## config.mk

```make
export PLATFORM = sky130hd
export DESIGN_NAME = at_cmd_seq
export DESIGN_NICKNAME = d
export VERILOG_FILES = /design/src/rtl/at_seq_pkg.sv /design/src/rtl/resp_matcher.sv /design/src/rtl/at_cmd_seq.sv
export SDC_FILE = /design/constraint.sdc
export NUM_CORES = 1
export LEC_CHECK = 0
export CAP_MARGIN = 20
export CORE_MARGIN = 3
export CORE_UTILIZATION = 52
export DETAILED_ROUTE_END_ITERATION = 6
export GPL_ROUTABILITY_DRIVEN = 0
export PLACE_DENSITY = 0.77
export SLEW_MARGIN = 5
export SYNTH_ARGS = -nofsm -noshare
export SYNTH_HDL_FRONTEND = slang
export SYNTH_HIERARCHICAL = 1
export SYNTH_SLANG_ARGS = --single-unit
export TNS_END_PERCENT = 20
```

## constraint.sdc

```tcl
create_clock -name clk -period 3.7 [get_ports clk]
set_input_delay 0.925 -clock clk [delete_from_list [all_inputs] [get_ports clk]]
set_output_delay 0.925 -clock clk [all_outputs]
set_load 0.03 [all_outputs]
```

## src/rtl/at_seq_pkg.sv

```systemverilog
// Shared types and character constants for the AT command sequencer.
package at_seq_pkg;

  typedef enum logic [2:0] {
    StIdle,
    StFetch,
    StLoad,
    StSend,
    StWaitResp,
    StDone,
    StFail
  } seq_state_e;

  localparam logic [7:0] CHR_CR  = 8'h0D;
  localparam logic [7:0] CHR_LF  = 8'h0A;
  localparam logic [7:0] CHR_NUL = 8'h00;
  localparam logic [7:0] CHR_O   = 8'h4F;
  localparam logic [7:0] CHR_K   = 8'h4B;
  localparam logic [7:0] CHR_R   = 8'h52;

endpackage

```

## src/rtl/resp_matcher.sv

```systemverilog
// Four-byte response window; pulses ok/err on the byte that completes "OK\r\n" or "OR\r\n".
module resp_matcher
  import at_seq_pkg::*;
(
  input  logic       clk,
  input  logic       rst,
  input  logic       clr_i,
  input  logic [7:0] rx_data_i,
  input  logic       rx_valid_i,
  output logic       ok_o,
  output logic       err_o
);

  localparam logic [31:0] PatOk  = {CHR_O, CHR_K, CHR_CR, CHR_LF};
  localparam logic [31:0] PatErr = {CHR_O, CHR_R, CHR_CR, CHR_LF};

  logic [31:0] shift_q, shift_d;

  always_comb begin
    shift_d = {shift_q[23:0], rx_data_i};
  end

  always_ff @(posedge clk) begin
    if (rst || clr_i) begin
      shift_q <= '0;
    end else if (rx_valid_i) begin
      shift_q <= shift_d;
    end
  end

  // Decode on the incoming byte so the match is seen in the cycle it arrives.
  always_comb begin
    ok_o  = rx_valid_i && !clr_i && (shift_d == PatOk);
    err_o = rx_valid_i && !clr_i && (shift_d == PatErr);
  end

endmodule

```

## src/rtl/at_cmd_seq.sv

```systemverilog
// Replays LF-terminated AT commands from a ROM to a UART and waits for OK/ERROR per command.
module at_cmd_seq
  import at_seq_pkg::*;
#(
  parameter int unsigned ADDR_WIDTH     = 7,
  parameter int unsigned TIMEOUT_CYCLES = 100_000_000,
  parameter int unsigned MAX_RETRY      = 3
) (
  input  logic                  clk,
  input  logic                  rst,
  input  logic                  start,
  output logic [ADDR_WIDTH-1:0] rom_addr,
  input  logic [7:0]            rom_data,
  output logic [7:0]            tx_data,
  output logic                  tx_valid,
  input  logic                  tx_ready,
  input  logic [7:0]            rx_data,
  input  logic                  rx_valid,
  output logic                  rx_ready,
  output logic                  busy,
  output logic                  done,
  output logic                  error
);

  localparam int unsigned TW = (TIMEOUT_CYCLES > 1) ? $clog2(TIMEOUT_CYCLES) : 1;
  localparam int unsigned RW = (MAX_RETRY > 0) ? $clog2(MAX_RETRY + 1) : 1;
  localparam logic [TW-1:0] TimeoutLast = TW'(TIMEOUT_CYCLES - 1);
  localparam logic [RW-1:0] RetryMax    = RW'(MAX_RETRY);

  seq_state_e            state_q, state_d;
  logic [ADDR_WIDTH-1:0] rom_addr_q, rom_addr_d;
  logic [ADDR_WIDTH-1:0] cmd_base_q, cmd_base_d;
  logic [RW-1:0]         retry_q, retry_d;
  logic [TW-1:0]         tout_q, tout_d;
  logic [7:0]            tx_data_q, tx_data_d;
  logic                  match_clr;
  logic                  resp_ok, resp_err;
  logic                  timed_out;

  resp_matcher u_resp_matcher (
    .clk        (clk),
    .rst        (rst),
    .clr_i      (match_clr),
    .rx_data_i  (rx_data),
    .rx_valid_i (rx_valid && (state_q == StWaitResp)),
    .ok_o       (resp_ok),
    .err_o      (resp_err)
  );

  assign timed_out = (tout_q == TimeoutLast);

  always_comb begin
    state_d    = state_q;
    rom_addr_d = rom_addr_q;
    cmd_base_d = cmd_base_q;
    retry_d    = retry_q;
    tout_d     = tout_q;
    tx_data_d  = tx_data_q;
    match_clr  = 1'b0;

    unique case (state_q)
      StIdle, StDone, StFail: begin
        if (start) begin
          state_d    = StFetch;
          rom_addr_d = '0;
          cmd_base_d = '0;
          retry_d    = '0;
        end
      end
      StFetch: state_d = StLoad;
      StLoad: begin
        tx_data_d = rom_data;
        if ((rom_data == CHR_NUL) && (rom_addr_q == cmd_base_q)) begin
          state_d = StDone;
        end else begin
          state_d = StSend;
        end
      end
      StSend: begin
        if (tx_ready) begin
          rom_addr_d = rom_addr_q + ADDR_WIDTH'(1);
          if (tx_data_q == CHR_LF) begin
            state_d   = StWaitResp;
            tout_d    = '0;
            match_clr = 1'b1;
          end else begin
            state_d = StFetch;
          end
        end
      end
      StWaitResp: begin
        // A match wins over a timeout landing in the same cycle.
        if (resp_ok) begin
          cmd_base_d = rom_addr_q;
          retry_d    = '0;
          state_d    = StFetch;
        end else if (resp_err || timed_out) begin
          if (retry_q < RetryMax) begin
            retry_d    = retry_q + RW'(1);
            rom_addr_d = cmd_base_q;
            state_d    = StFetch;
          end else begin
            state_d = StFail;
          end
        end else if (!timed_out) begin
          tout_d = tout_q + TW'(1);
        end
      end
      default: state_d = StIdle;
    endcase
  end

  always_ff @(posedge clk) begin
    if (rst) begin
      state_q    <= StIdle;
      rom_addr_q <= '0;
      cmd_base_q <= '0;
      retry_q    <= '0;
      tout_q     <= '0;
      tx_data_q  <= '0;
    end else begin
      state_q    <= state_d;
      rom_addr_q <= rom_addr_d;
      cmd_base_q <= cmd_base_d;
      retry_q    <= retry_d;
      tout_q     <= tout_d;
      tx_data_q  <= tx_data_d;
    end
  end

  always_comb begin
    rom_addr = rom_addr_q;
    tx_data  = tx_data_q;
    tx_valid = (state_q == StSend);
    rx_ready = 1'b1;
    done     = (state_q == StDone);
    error    = (state_q == StFail);
    busy     = !((state_q == StIdle) || (state_q == StDone) || (state_q == StFail));
  end

endmodule

```

Word-level counts from Yosys, hierarchy flattened
Index checks and enable logic that the tools add are counted.
{"block": "totals", "reg_bits": 78, "input_bits": 21, "out_inout_bits": 20}
{"block": "op_classes", "n_addsub": 3, "order_cmp": 1, "eq_ne": 22, "n_mux": 30, "n_reduce_logical": 22}
{"operator": "two-way mux 27 bit", "n": 5}
{"operator": "== test 32 x 31 -> 1 bit (second input constant)", "n": 2}
{"operator": "case mux 27 bit (2 select lines)", "n": 1}
{"operator": "two-way mux 7 bit", "n": 6}
{"operator": "adder 27 x 1 -> 27 bit (second input constant)", "n": 1}
{"operator": "== test 27 bit (second input constant)", "n": 1}
{"operator": "two-way mux 3 bit", "n": 7}
{"operator": "case mux 7 bit (3 select lines)", "n": 1}
{"operator": "case mux 3 bit (5 select lines)", "n": 1}
{"operator": "case mux 7 bit (2 select lines)", "n": 1}
{"operator": "AND reduction 6 bit", "n": 2}
{"operator": "!= test 2 bit (second input constant)", "n": 5}
{"operator": "== test 3 bit (second input constant)", "n": 3}
{"operator": "== test 8 x 4 -> 1 bit (second input constant)", "n": 1}
{"operator": "zero test 8 bit", "n": 1}
{"operator": "two-way mux 2 bit", "n": 4}
{"operator": "!= test 2 x 1 -> 1 bit (second input constant)", "n": 4}
{"operator": "adder 7 x 1 -> 7 bit (second input constant)", "n": 1}
{"operator": "== test 7 bit", "n": 1}
{"operator": "== test 3 x 2 -> 1 bit (second input constant)", "n": 2}
{"operator": "!= test 3 x 2 -> 1 bit (second input constant)", "n": 2}
{"operator": "AND reduction 3 bit", "n": 2}
{"operator": "logical AND 1 bit", "n": 5}
{"operator": "logical OR 1 bit", "n": 4}
{"operator": "other kinds (11)", "n": 15}

Logic depth before layout (Yosys ltp)
{"block": "logic_depth", "ltp_word": 11, "mapped_depth": 14, "mapped_depth_nobuf": 11}

By module
The synthesis kept the hierarchy.
{"mod": "at_cmd_seq", "instances": 1, "cells_each": 382, "area_per_inst_um2": 3170.5, "seq_area_each_um2": 1081.0}
{"mod": "resp_matcher", "instances": 1, "cells_each": 94, "area_per_inst_um2": 959.7, "seq_area_each_um2": 480.5}

Worst setup path before layout
OpenSTA, ideal clock, no wires.
{"block": "synth_path", "kind": "reg-to-reg", "start": "register state_q[1]", "end": "register rom_addr_q[4] (netlist: rom_addr[4])", "setup_time_ps": 134, "t_arrival_ps": 3400, "required_time_ps": 3566, "slack_ps": 166, "path_stages_with_launch": 15, "synth_period_minus_slack_ps": 3534, "cell_sequence": "dfxtp_1 buf_2 nor3b_1 clkbuf_1 and2_1 buf_4 and4b_1 nand4_1 nor4_2 nor2_1 o211a_1 o211ai_1 or2_1 buf_2 o31ai_1"}
{"element": "from (decl)", "line": "at_cmd_seq.sv:30", "source": "seq_state_e state_q, state_d;"}
{"element": "from (signal assigned)", "line": "at_cmd_seq.sv:115", "source": "state_q <= StIdle;"}
{"element": "from (signal assigned)", "line": "at_cmd_seq.sv:122", "source": "state_q <= state_d;"}
{"element": "== test 3 x 2 -> 1 bit", "line": "at_cmd_seq.sv:61", "source": "unique case (state_q)"}
{"element": "two-way mux 1 bit", "line": "at_cmd_seq.sv:61"}
{"element": "zero test 1 bit", "line": "resp_matcher.sv:33", "source": "ok_o = rx_valid_i && !clr_i && (shift_d == PatOk);"}
{"element": "logical AND 1 bit * (2 in series)", "line": "resp_matcher.sv:33"}
{"element": "via resp_ok", "line": "at_cmd_seq.sv:37", "source": "logic resp_ok, resp_err;"}
{"element": "!= test 2 bit (no line) *"}
{"element": "AND reduction 6 bit (no line) *"}
{"element": "to (signal assigned)", "line": "at_cmd_seq.sv:123", "source": "rom_addr_q <= rom_addr_d;"}
{"element": "to (decl)", "line": "at_cmd_seq.sv:31", "source": "logic [ADDR_WIDTH-1:0] rom_addr_q, rom_addr_d;"}
Mark *: on every way through the listed nets, which the timed path passes. The rest lies on a longest branch.
A chain may end at the register's enable or synchronous reset.

Worst setup path in the final report
{"block": "layout_path", "start": "input port tx_ready", "end": "register retry_q[0]"}
{"element": "from (decl)", "line": "at_cmd_seq.sv:16", "source": "input logic tx_ready,"}
{"element": "two-way mux 1 bit *", "line": "at_cmd_seq.sv:80", "source": "if (tx_ready) begin"}
{"element": "two-way mux 1 bit *", "line": "at_cmd_seq.sv:61"}
{"element": "zero test 1 bit *", "line": "resp_matcher.sv:33"}
{"element": "logical AND 1 bit * (2 in series)", "line": "resp_matcher.sv:33"}
{"element": "via resp_ok", "line": "at_cmd_seq.sv:37"}
{"element": "!= test 3 x 2 -> 1 bit (no line) or two-way mux 2 bit (tied branches)"}
{"element": "AND reduction 4 bit (no line) or case mux 2 bit (2 select lines) (tied branches)"}
{"element": "to (signal assigned)", "line": "at_cmd_seq.sv:125", "source": "retry_q <= retry_d;"}
{"element": "to (decl)", "line": "at_cmd_seq.sv:33", "source": "logic [RW-1:0] retry_q, retry_d;"}
Marks and branches as above.

==> flow_metrics.tcl <==
set metrics [dict create \
    critPathBufInv 2 \
    cp_max_fo 5 \
    cts.repair.resized 0 \
    die_area_um2 9048 \
    setup_viol 0 \
    post-cts-setup-buffers 0 \
    via_per_inst 6.282 \
    maxSlewViolCount 0 \
    crit_chain "clkdlybuf4s50_1 > and4_1 > nor4bb_1 > nand4_1 > nor4_2 > buf_4 > nand2b_1 > mux2i_1 > o21ai_0 > a211oi_1 > a31o_2" \
    path_depth 11 \
    hold_path_class "reg2reg" \
    dp_hpwl_um 7254 \
    p_per_area_nw_per_um2 521.1 \
    yosysSeqAreaShare_pct 37.81 \
    r2r_cells 12 \
    syn_area_um2 4130 \
    ff2ff_setup_slack_ns 0.50 \
    floorplan.die.width_um 95.12 \
    ir_drop_uv 358.0 \
    syn2layout_area_growth_pct 17.90 \
    hold_viol 0 \
    rsz0062_at_grt "no" \
    grt_max_degree 34 \
    antenna_found_initial 0 \
    post-route-util_pct 65.05 \
    ant_nets 0 \
    io_buffers 39 \
    layout-drive-gt1-share_pct 8.932 \
    status "complete, no violations" \
    worst_path_dominant_cell_family "simple AND/OR/NAND/NOR gates" \
    cp-endpoint "retry_q[0]" \
    async_flop_share_pct 0 \
    synthesis.instances 476 \
    post_drt_wl_per_cell_um 16.96 \
    maxSlewHeadroom_pct 41.69 \
    grt_pass1_wl_um 17560 \
    ctsHoldBuffers 0 \
    tightest_slew_ns 0.8675 \
    drt_iter0_drc 167 \
    max_freq_mhz 308.7 \
    clkTransAtPathRegs_ns 0.08 \
    num_io_pins 41 \
    cts_buffer_depth 2 \
    final_nets 534 \
    grt.total_usage_pct 24.03 \
    setup_ws_ns 0.4608 \
    required_ns 3.95 \
    final_cell_mix "78 x dfxtp_1, 66 x nor2_1, 39 x clkdlybuf4s50_1" \
    layout_commonest_cell "dfxtp_1" \
    r2r-end "retry_q[0]" \
    num_antenna_cells 0 \
    grt_pass1_vias 3694 \
    die_h_um 95.12 \
    period_needed_ns 3.239 \
    synth.distinct_cells 67 \
    drt-total-wl_um 10410 \
    ys_warn_count 6 \
    slowest_stage "clkdlybuf4s50_1" \
    post-route-period-util_pct 87.55 \
    setup.worst_path.end_class "flop" \
    core_region_area_um2 7486 \
    max_stage_delay_ns 0.45 \
    clk_latency_ns 0.35 \
    finalSetupTns_ns 0 \
    cp.arrival_ns 3.49 \
    setup.worst_path.start "tx_ready" \
    root_buffer "clkbuf_8" \
    syn-mean-instance-area_um2 8.677 \
    drc 0 \
    cts_tree "built" \
    synth-seq-cells 78 \
    drv_cap 0 \
    grt_overflow_total 0 \
    cts_made_buffers 9 \
    clock_sinks 78 \
    finalClockSkew_ns 0.01007 \
    synthFlopType "dfxtp_1" \
    fin_hold_ws_ns 0.4803 \
    syn_nets 500 \
    rows 31 \
    h-tree-depth 3 \
    reg2reg_from "state_q[1]" \
    p_leak_nw 1.641 \
    place_ws_ns 0.1026 \
    first_pass_iters 5 \
    setup.worst_path.start_class "primary input" \
    start_util_pct 55.17 \
    crit_type "in2reg" \
    synth_edf_count 0 \
    dr_total_vias 3857 \
]
## cell usage after synthesis (all sizes together) (10+ instances only)
cell     n  area [um^2]
dfxtp   78         1562
o31ai   20        150.1
nand3   17        85.08
nor3    11        71.32
clkbuf  12        45.04
nand2   21        78.83
o311ai  12        105.1
nor4    11        96.34
nor2    66        247.7
o21ai   17        88.84
mux2i   35        350.3
a31oi   10        62.56
buf     19        101.3
nand4   10        68.81
inv     12        45.04
a21oi   15        75.07
## power breakdown
part / internal [mW] / switching, mW
clock: 0.473 / 0.333
sequential: 0.883 / 0.0703
combinational: 0.308 / 0.469
## worst register-to-register path, cell delays in order (launching register included)
cell,delay (ns)
dfxtp_1,0.46
nand3b_1,0.35
inv_2,0.14
and4_1,0.25
nor4bb_1,0.28
nand4_1,0.17
nor4_2,0.36
buf_4,0.21
nand2b_1,0.14
mux2i_1,0.08
o21ai_0,0.30
a211oi_1,0.14
a31o_2,0.23
## state kept, by name, summed over array words and instances, names as in the netlist
register / flops
tout_q: 27
state_q: 3
tx_data: 8
cmd_base_q: 7
rom_addr: 7
retry_q: 2
u_resp_matcher/shift_q: 24
## metrics by stage
| step | instances | power [mW] | area [um^2] |
|---|---|---|---|
| after floorplan | 476 | 1.507 | 4130 |
| after global placement | 598 | 1.727 | 4616 |
| after detailed placement | 598 | 1.737 | 4616 |
| after CTS | 614 | 2.548 | 4870 |
| after global routing | 614 | 2.674 | 4870 |
| final | 614 | 2.537 | 4870 |
## cell type report
class | count | area [um^2]
Multi-Input combinational cell | 355 | 2382
Sequential cell | 78 | 1562
Fill cell | 610 | 2616
Tap cell | 99 | 123.9
Timing Repair Buffer | 54 | 503.0
Inverter | 12 | 45.04
Clock buffer | 10 | 137.6
Clock inverter | 6 | 116.4
## how the worst min path moves through the flow
stage | start | endpoint | cells past startpoint
finish | retry_q[1] | retry_q[1] | 1
global route | retry_q[1] | retry_q[1] | 1
CTS | retry_q[1] | retry_q[1] | 1
detailed placement | retry_q[1] | retry_q[1] | 1
global placement | retry_q[1] | retry_q[1] | 1
floorplan | retry_q[1] | retry_q[1] | 1
## logic make-up (layout without fill, tap and decap cells)
| family | Yosys count | after routing | share of synthesized area [%] |
|---|---|---|---|
| buf+inv | 43 | 82 | 4.635 |
| xor+xnor | 10 | 10 | 2.121 |
| simple gates | 191 | 191 | 25.84 |
| compound gates | 115 | 115 | 20.12 |
| mux | 35 | 35 | 8.482 |
| other cells | 1 | 1 | 0.09079 |
| flops | 78 | 78 | 37.81 |
| fa+ha+maj | 3 | 3 | 0.9089 |
## metal layers
layer,global-route usage [%],up-vias,part of all wire (%)
met4,10.82,0,2.9
li1,-,1867,-
met1,31.45,1815,45
met3,5.051,31,5.6
met2,37.96,144,46
met5,0,-,0
Note: power is estimated with default switching activity, not from simulation.
